## src/rtl/sqr_wav_meas_if.sv

```systemverilog
// -----------------------------------------------------------------------------
// sqr_wav_meas_if
// Result channel of the square-wave measurement stage: a valid/ready
// handshake carrying one measured high/low period pair.
//
// Signals:
//   meas_valid  - producer holds a result
//   meas_ready  - consumer accepts the result this cycle
//   high_m_meas - measured high time, 100 ns units (0..15)
//   low_n_meas  - measured low time, 100 ns units (0..15)
//
// Modports:
//   master - measurement block (drives valid/data, samples ready)
//   slave  - consumer (samples valid/data, drives ready)
// -----------------------------------------------------------------------------
interface sqr_wav_meas_if;
    logic       meas_valid;
    logic       meas_ready;
    logic [3:0] high_m_meas;
    logic [3:0] low_n_meas;

    modport master (
        output meas_valid,
        output high_m_meas,
        output low_n_meas,
        input  meas_ready
    );

    modport slave (
        input  meas_valid,
        input  high_m_meas,
        input  low_n_meas,
        output meas_ready
    );
endinterface

```

## src/rtl/sqr_wav_meas.sv

```systemverilog
// -----------------------------------------------------------------------------
// sqr_wav_meas
// Measures each complete high/low period of a square wave in units of
// SQR_STATE_NS and publishes the pair over a valid/ready channel. Flags a
// level that has not toggled for TIMEOUT_UNITS units as stuck high/low.
//
// Ports:
//   clk      - system clock, rising edge
//   rst_n    - asynchronous active-low reset
//   sqr_in   - square wave under measurement
//   meas     - result channel (sqr_wav_meas_if.master)
//   overrun  - sticky: a completed period was dropped under backpressure
//   stuck_hi - sqr_in high for at least TIMEOUT_UNITS units
//   stuck_lo - sqr_in low for at least TIMEOUT_UNITS units
//
// Build option:
//   SQR_MEAS_SYNC_EN - inserts a 2-flop synchronizer on sqr_in for
//                      asynchronous sources (+2 cycles edge latency).
// -----------------------------------------------------------------------------
module sqr_wav_meas #(
    parameter int SQR_STATE_NS  = 100,
    parameter int CLK_NS        = 10,
    parameter int TIMEOUT_UNITS = 20
) (
    input  logic              clk,
    input  logic              rst_n,
    input  logic              sqr_in,
    sqr_wav_meas_if.master    meas,
    output logic              overrun,
    output logic              stuck_hi,
    output logic              stuck_lo
);

    localparam int DIV = SQR_STATE_NS / CLK_NS;
    localparam int DW  = $clog2(DIV);
    localparam int UW  = $clog2(TIMEOUT_UNITS + 1);

    localparam logic [1:0] ST_WAIT    = 2'd0;
    localparam logic [1:0] ST_MEAS_HI = 2'd1;
    localparam logic [1:0] ST_MEAS_LO = 2'd2;

    // ------------------------------------------------------------------
    // Input conditioning
    // ------------------------------------------------------------------
    logic sqr_s;

`ifdef SQR_MEAS_SYNC_EN
    logic sync1_q, sync2_q;

    always_ff @(posedge clk or negedge rst_n) begin
        if (!rst_n) begin
            sync1_q <= 1'b0;
            sync2_q <= 1'b0;
        end else begin
            sync1_q <= sqr_in;
            sync2_q <= sync1_q;
        end
    end

    assign sqr_s = sync2_q;
`else
    assign sqr_s = sqr_in;
`endif

    // ------------------------------------------------------------------
    // State
    // ------------------------------------------------------------------
    logic [1:0]    state_q,    state_d;
    logic          prev_q;
    logic [DW-1:0] div_q,      div_d;
    logic [UW-1:0] units_q,    units_d;
    logic [3:0]    hi_hold_q,  hi_hold_d;
    logic          valid_q,    valid_d;
    logic [3:0]    high_q,     high_d;
    logic [3:0]    low_q,      low_d;
    logic          overrun_q,  overrun_d;
    logic          stuck_hi_q, stuck_hi_d;
    logic          stuck_lo_q, stuck_lo_d;

    logic          edge_det, rise, fall, timeout, publish, xfer;
    logic [3:0]    len;

    assign edge_det = sqr_s ^ prev_q;
    assign rise     = edge_det &  sqr_s;
    assign fall     = edge_det & ~sqr_s;
    assign timeout  = (units_q == UW'(TIMEOUT_UNITS));
    assign xfer     = valid_q & meas.meas_ready;

    // Length of the phase that ends on this edge: units_q still reflects
    // all cycles spent at the old level.
    assign len = (units_q > UW'(15)) ? 4'd15 : units_q[3:0];

    // Cycle count is kept as units*DIV + div to avoid a divider.
    always_comb begin
        div_d   = div_q;
        units_d = units_q;
        if (edge_det) begin
            // The edge cycle is the first cycle of the new phase.
            div_d   = DW'(1);
            units_d = '0;
        end else if (!timeout) begin
            if (div_q == DW'(DIV - 1)) begin
                div_d   = '0;
                units_d = units_q + UW'(1);
            end else begin
                div_d   = div_q + DW'(1);
            end
        end
    end

    // NOTE: every signal gets a default at the top of the block so no path
    // leaves it unassigned; otherwise synthesis infers a latch.
    always_comb begin
        state_d    = state_q;
        hi_hold_d  = hi_hold_q;
        stuck_hi_d = stuck_hi_q;
        stuck_lo_d = stuck_lo_q;
        publish    = 1'b0;

        if (edge_det) begin
            stuck_hi_d = 1'b0;
            stuck_lo_d = 1'b0;
        end

        case (state_q)
            ST_WAIT: begin
                if (rise) begin
                    state_d = ST_MEAS_HI;
                end else if (!edge_det && timeout) begin
                    if (sqr_s) stuck_hi_d = 1'b1;
                    else       stuck_lo_d = 1'b1;
                end
            end
            ST_MEAS_HI: begin
                if (fall) begin
                    hi_hold_d = len;
                    state_d   = ST_MEAS_LO;
                end else if (!edge_det && timeout) begin
                    stuck_hi_d = 1'b1;
                    state_d    = ST_WAIT;
                end
            end
            ST_MEAS_LO: begin
                if (rise) begin
                    publish = 1'b1;
                    state_d = ST_MEAS_HI;
                end else if (!edge_det && timeout) begin
                    stuck_lo_d = 1'b1;
                    state_d    = ST_WAIT;
                end
            end
            default: state_d = ST_WAIT;
        endcase
    end

    // Output holding register: a new result is accepted only when the slot
    // is empty or is being emptied in this same cycle.
    always_comb begin
        valid_d   = valid_q;
        high_d    = high_q;
        low_d     = low_q;
        overrun_d = overrun_q;

        if (xfer) begin
            valid_d   = 1'b0;
            overrun_d = 1'b0;
        end

        if (publish) begin
            if (!valid_q || xfer) begin
                valid_d = 1'b1;
                high_d  = hi_hold_q;
                low_d   = len;
            end else begin
                overrun_d = 1'b1;
            end
        end
    end

    // NOTE: sequential state uses non-blocking assignments so every flop
    // samples pre-edge values, independent of statement order.
    always_ff @(posedge clk or negedge rst_n) begin
        if (!rst_n) begin
            state_q    <= ST_WAIT;
            prev_q     <= 1'b0;
            div_q      <= '0;
            units_q    <= '0;
            hi_hold_q  <= '0;
            valid_q    <= 1'b0;
            high_q     <= '0;
            low_q      <= '0;
            overrun_q  <= 1'b0;
            stuck_hi_q <= 1'b0;
            stuck_lo_q <= 1'b0;
        end else begin
            state_q    <= state_d;
            prev_q     <= sqr_s;
            div_q      <= div_d;
            units_q    <= units_d;
            hi_hold_q  <= hi_hold_d;
            valid_q    <= valid_d;
            high_q     <= high_d;
            low_q      <= low_d;
            overrun_q  <= overrun_d;
            stuck_hi_q <= stuck_hi_d;
            stuck_lo_q <= stuck_lo_d;
        end
    end

    assign meas.meas_valid  = valid_q;
    assign meas.high_m_meas = high_q;
    assign meas.low_n_meas  = low_q;
    assign overrun          = overrun_q;
    assign stuck_hi         = stuck_hi_q;
    assign stuck_lo         = stuck_lo_q;

endmodule

```

## src/flat_wrapper.sv

```systemverilog
// flat-port wrapper written by rule: the top's interface ports become plain ports
module sqr_wav_meas_flat 
#(
    parameter int SQR_STATE_NS  = 100,
    parameter int CLK_NS        = 10,
    parameter int TIMEOUT_UNITS = 20
)
  (clk, rst_n, sqr_in, overrun, stuck_hi, stuck_lo, meas_meas_valid, meas_high_m_meas, meas_low_n_meas, meas_meas_ready);
  sqr_wav_meas_if meas_i ();
  input  logic clk;
  input  logic rst_n;
  input  logic sqr_in;
  output logic overrun;
  output logic stuck_hi;
  output logic stuck_lo;
  output wire logic [$bits(meas_i.meas_valid)-1:0] meas_meas_valid;
  output wire logic [$bits(meas_i.high_m_meas)-1:0] meas_high_m_meas;
  output wire logic [$bits(meas_i.low_n_meas)-1:0] meas_low_n_meas;
  input wire logic [$bits(meas_i.meas_ready)-1:0] meas_meas_ready;
  assign meas_meas_valid = meas_i.meas_valid;
  assign meas_high_m_meas = meas_i.high_m_meas;
  assign meas_low_n_meas = meas_i.low_n_meas;
  assign meas_i.meas_ready = meas_meas_ready;
  sqr_wav_meas #(.SQR_STATE_NS(SQR_STATE_NS), .CLK_NS(CLK_NS), .TIMEOUT_UNITS(TIMEOUT_UNITS)) u_core (.clk(clk), .rst_n(rst_n), .sqr_in(sqr_in), .meas(meas_i), .overrun(overrun), .stuck_hi(stuck_hi), .stuck_lo(stuck_lo));
endmodule
```

## config.mk

```make
export PLATFORM = sky130hd
export DESIGN_NAME = sqr_wav_meas_flat
export DESIGN_NICKNAME = d
export VERILOG_FILES = /design/src/rtl/sqr_wav_meas_if.sv /design/src/rtl/sqr_wav_meas.sv /design/src/flat_wrapper.sv
export SDC_FILE = /design/constraint.sdc
export NUM_CORES = 1
export LEC_CHECK = 0
export CORE_ASPECT_RATIO = 1.75
export CORE_MARGIN = 5
export CORE_UTILIZATION = 54
export DETAILED_ROUTE_END_ITERATION = 7
export GPL_ROUTABILITY_DRIVEN = 0
export MAX_ROUTING_LAYER = met4
export PLACE_DENSITY = 0.82
export SLEW_MARGIN = 0
export SYNTH_ARGS = -nofsm -noshare
export SYNTH_HDL_FRONTEND = slang
export SYNTH_SLANG_ARGS = --single-unit
```

## constraint.sdc

```tcl
create_clock -name clk -period 1.9 [get_ports clk]
set_clock_uncertainty 0.1 [all_clocks]
set_input_delay 0.19 -clock clk [delete_from_list [all_inputs] [get_ports clk]]
set_output_delay 0.19 -clock clk [all_outputs]
set_load 0.05 [all_outputs]
```

Word-level counts from Yosys, hierarchy flattened
Index checks and enable logic that the tools add are counted.
Widths: inputs -> output; s select.

storage, ports and cells
  bits in registers = 28
  latch bits = 0
  RAM bits = 0
  bits in read-only memories = 0
  bits of input ports = 4
  output and inout port bits = 12
  memories kept = 0

cells by class
  add/subtract/negate cells = 2
  $mul = 0
  divide/modulo/power cells = 0
  order comparisons = 1
  equal/unequal tests = 6
  shift-type cells = 0
  multiplexer cells = 34
  bitwise logic cells = 5
  reductions and logical operators = 9

operators with widths
  cell                 count
  $mux 1               20
  $mux 4               4
  $mux 5               3
  $mux 2               4
  $pmux 2 s3           1
  $reduce_and 2->1     3
  $add 5x1->5 const B  1
  $eq 5x5->1 const B   1
  $gt 5x4->1 const B   1
  $add 4x1->4 const B  1
  $eq 4x4->1 const B   1
  $ne 2x1->1 const B   2
  $pmux 1 s2           2
  $and 1x1->1          3
  $eq 2x1->1 const B   1
  $eq 2x2->1 const B   1
  $logic_not 1->1      2
  $logic_not 2->1      1
  $reduce_bool 2->1    1
  $logic_and 1x1->1    1
  $logic_or 1x1->1     1
  $not 1->1            1
  $xor 1x1->1          1

Logic depth before layout (Yosys ltp)
  word-level depth = 6
  depth in mapped cells = 6
  mapped depth without buffers = 6

Worst setup path before layout
OpenSTA, ideal clock, no wires.

  kind = flip-flop to flip-flop
  start point = reg u_core.units_q[0]
  end point = reg u_core.low_q[2], in the netlist u_core.meas.low_n_meas[2]
  library setup time = 125 ps
  arrival time = 1426 ps
  path slack = 249 ps
  cell stages (with the launch flop) = 7
  path buffers = 0
  period minus slack after synthesis = 1651 ps
  cells stage by stage = dfrtp_1 ha_1 and3_2 ha_1 nor2b_1 or2_2 mux2_2

between the ends
  cells in the longest elaborated chain, start to end = 2

RTL lines
  element                   RTL line             RTL
  start: declaration        sqr_wav_meas.sv:71   logic [UW-1:0] units_q, units_d;
  start signal: assignment  sqr_wav_meas.sv:199  units_q <= units_d;
  $gt 5x4->1                sqr_wav_meas.sv:91   assign len = (units_q > UW'(15)) ? 4'd15 : units_q[3:0];
  $mux 4                    sqr_wav_meas.sv:91
  end signal: assignment    sqr_wav_meas.sv:203  low_q <= low_d;
  end: declaration          sqr_wav_meas.sv:75   logic [3:0] low_q, low_d;

No other way between the ends.
A chain may end at the register's enable or synchronous reset.

Worst setup path after layout
  start point = reg u_core.units_q[1]
  end point = reg u_core.low_q[2], in the netlist u_core.meas.low_n_meas[2]

Same word-level chain as after synthesis.

==> metrics <==
startpoint types flop; post-synthesis compound-gate area fraction 9.51%; Horiz. Die Dim 47.7 microns; most instantiated library cell after synthesis dfrtp_1; crit path DAT 1.92 ns; sequential power share 44.0%; Post-Synth XOR/XNOR Area 0%; HP Class in -> async; Tmin final 1.85 ns; Primary FF master, synth dfrtp_1; Tot GR Track Use 18.0%; area of the core 0.00243 sq mm; root cell of the clock tree clkbuf_8; R2R Setup Slk 0.05 ns; Port-buffer cells 15; crit path kind reg -> reg; ANT nets after route 0; Yosys reg bits 28; FFs w/ async S/R, synth 100%; grt total ovfl 0; die area 0.00362 sq mm; post-DR vias/cell 5.64; worst-path fanout max 5; worst skew pair latency 0.28 ns; largest net degree at the start of global routing 29; sw frac 32.4%; Seq/Total Area, Yosys 52.2%; largest family of logic cells by synthesized area simple AND/OR/NAND/NOR gates; largest area contributor in the netlist dfrtp_1; Syn Nets 136; Slew @ Worst Pin 0.514 ns; Static Leak 0.782 nW; Pwr Density 1020 mW/mm^2; Post-Synth Adder-Cell Area 6.53%; starting DRC count in detailed routing 21; synthesized area 0.00134 sq mm; Final period util 97.4%; post-synthesis cell type count 32; # diodes 0; hold slack 0.172 ns; final hold violations 0; Inst Count DP 172; Pwr Total 1.68 mW; P&R area growth vs syn 23.2%; max cap viols 0; fmax 541 MHz; fin cells 176; DR DRC count 0; layout cells sized above 1 19.3%; initial antenna violation count 0; FP Rows 24; synth cell count leaders dfrtp_1, inv_1, nand2_1; Final Core Density 68.0%; CTS max path bufs 2; net switching power 0.545 mW; EDFF count, synth 0; Setup crit end kind flop; final-report max-slew violation count 0; Sinks on Clock Net 28; CP Data Required Time 1.97 ns; Pre-Repair DR Iteration Count 4; Num CTS Buffers 3; multiplexer share of the synthesized area 9.51%; # IOs 16; vias in the first global route 1065; share of the synthesized area in the top cell type 52.2%; Clk pwr share 27.8%; FF-to-FF path depth 6; synth warn 0; Post-Syn Instances 125; HPWL after detailed placement 2140 microns; Rel. slew slack 65.6%; Starting Density 55.1%; clk slew on worst S/H paths 0.10 ns; CTS tree done; Worst VDD drop 734 uV; via count 993; net count of the finished layout 162; first-pass GRT wire length 4640 microns; Die Y 75.9 microns; Post-Synth Simple-Gate Area 16.9%; CTS Hold Bufs 0; power share of the combinational group 28.1%; synth top area cells dfrtp_1, ha_1, mux2_2; Cell Int Power 1.14 mW; Routed WL per cell 15.7 microns; Finish-stage setup viols 0; Mean Syn Cell Area 10.7 sq um; status completed; WL final 2760 microns; H-tree level count 1
[final cells by class]
class	instances	area (sq um)
clock buffer	3	41.3
clock inverter	1	30.0
fill	173	779
inverter	14	52.6
multi-input combinational	80	577
sequential	28	702
tap	26	32.5
timing repair buffer	24	218
[critical path: stages (launching register included)]
cell and delay (ns):
dfrtp_1 0.46, ha_1 0.23, and3_2 0.19, ha_1 0.15, nor2b_2 0.05, or2_2 0.29
mux2_2 0.27
[power groups by stage]
stage               logic, mW  clock network [mW]  registers, mW
floorplan               0.148                   0          0.895
detailed placement      0.475                   0          0.754
global route            0.515               0.494          0.754
CTS                     0.475               0.469          0.742
global placement        0.457                   0          0.745
finish                  0.474               0.468          0.741
[worst paths after layout]
check	from	end
max	u_core.units_q[1]$_DFFE_PN0P_	u_core.meas.low_n_meas[2]$_DFFE_PN0P_
min	rst_n	u_core.units_q[3]$_DFFE_PN0P_
max reg2reg	u_core.units_q[1]$_DFFE_PN0P_	u_core.meas.low_n_meas[2]$_DFFE_PN0P_
min reg2reg	u_core.hi_hold_q[1]$_DFFE_PN0P_	u_core.hi_hold_q[1]$_DFFE_PN0P_
max in group asynchronous	rst_n	u_core.units_q[0]$_DFFE_PN0P_
min in group clk	u_core.hi_hold_q[1]$_DFFE_PN0P_	u_core.hi_hold_q[1]$_DFFE_PN0P_
[kinds of logic after synthesis]
family	after synthesis
AOI/OAI and AO/OA	20
buffers and inverters	17
adders and majority gates	7
muxes	12
DFF	28
and+or+nand+nor	41
[per-stage QoR]
step	area, sq um	setup TNS, ns	worst slack, ns
after floorplan	1340	0	0.249
after global routing	1650	-0.000839	-0.000839
after CTS	1640	0	0.00575
after global placement	1570	-0.0470	-0.0296
final	1650	0	0.0502
after detailed placement	1570	-0.702	-0.191
[cell usage in the layout (no fill, tap or decap), types with 2 or more instances in the layout]
master	Yosys	final
o41ai_1	2	2
mux2_2	6	6
nand3_1	4	4
nor2_1	6	6
nand3b_1	3	3
mux2i_1	6	6
a31oi_1	2	2
a21oi_1	4	3
dfrtp_1	28	27
ha_1	7	7
nand2_1	12	12
clkdlybuf4s50_1	0	15
clkbuf_8	0	3
nor3_1	2	2
or3_1	2	2
inv_1	14	14
o21ai_0	8	8
a21oi_2	1	2
buf_4	0	9
[flip-flops by register name, indices dropped and copies added (netlist names), 2 cells and up]
name,count
u_core.state_q,2
u_core.div_q,4
u_core.hi_hold_q,4
u_core.meas.high_m_meas,4
u_core.units_q,5
u_core.meas.low_n_meas,4
[routing by layer]
layer / part of all wire [%] / GRT usage (%) / routed length [microns] / up-vias
li1: - / - / - / 481
met2: 55 / 30.4 / 1530 / 27
met3: 3.8 / 2.84 / 104 / 13
met4: 4.3 / 10.5 / 119 / 0
met1: 36 / 17.9 / 1000 / 472
met5: 0 / - / 0 / -
[repair_timing]
action	CTS	global route
endpoints found under the hold margin	0	0
endpoints found under the setup margin	0	5
buffers inserted	0	0
resized for setup	0	4
(Power assumes the default switching activity.)
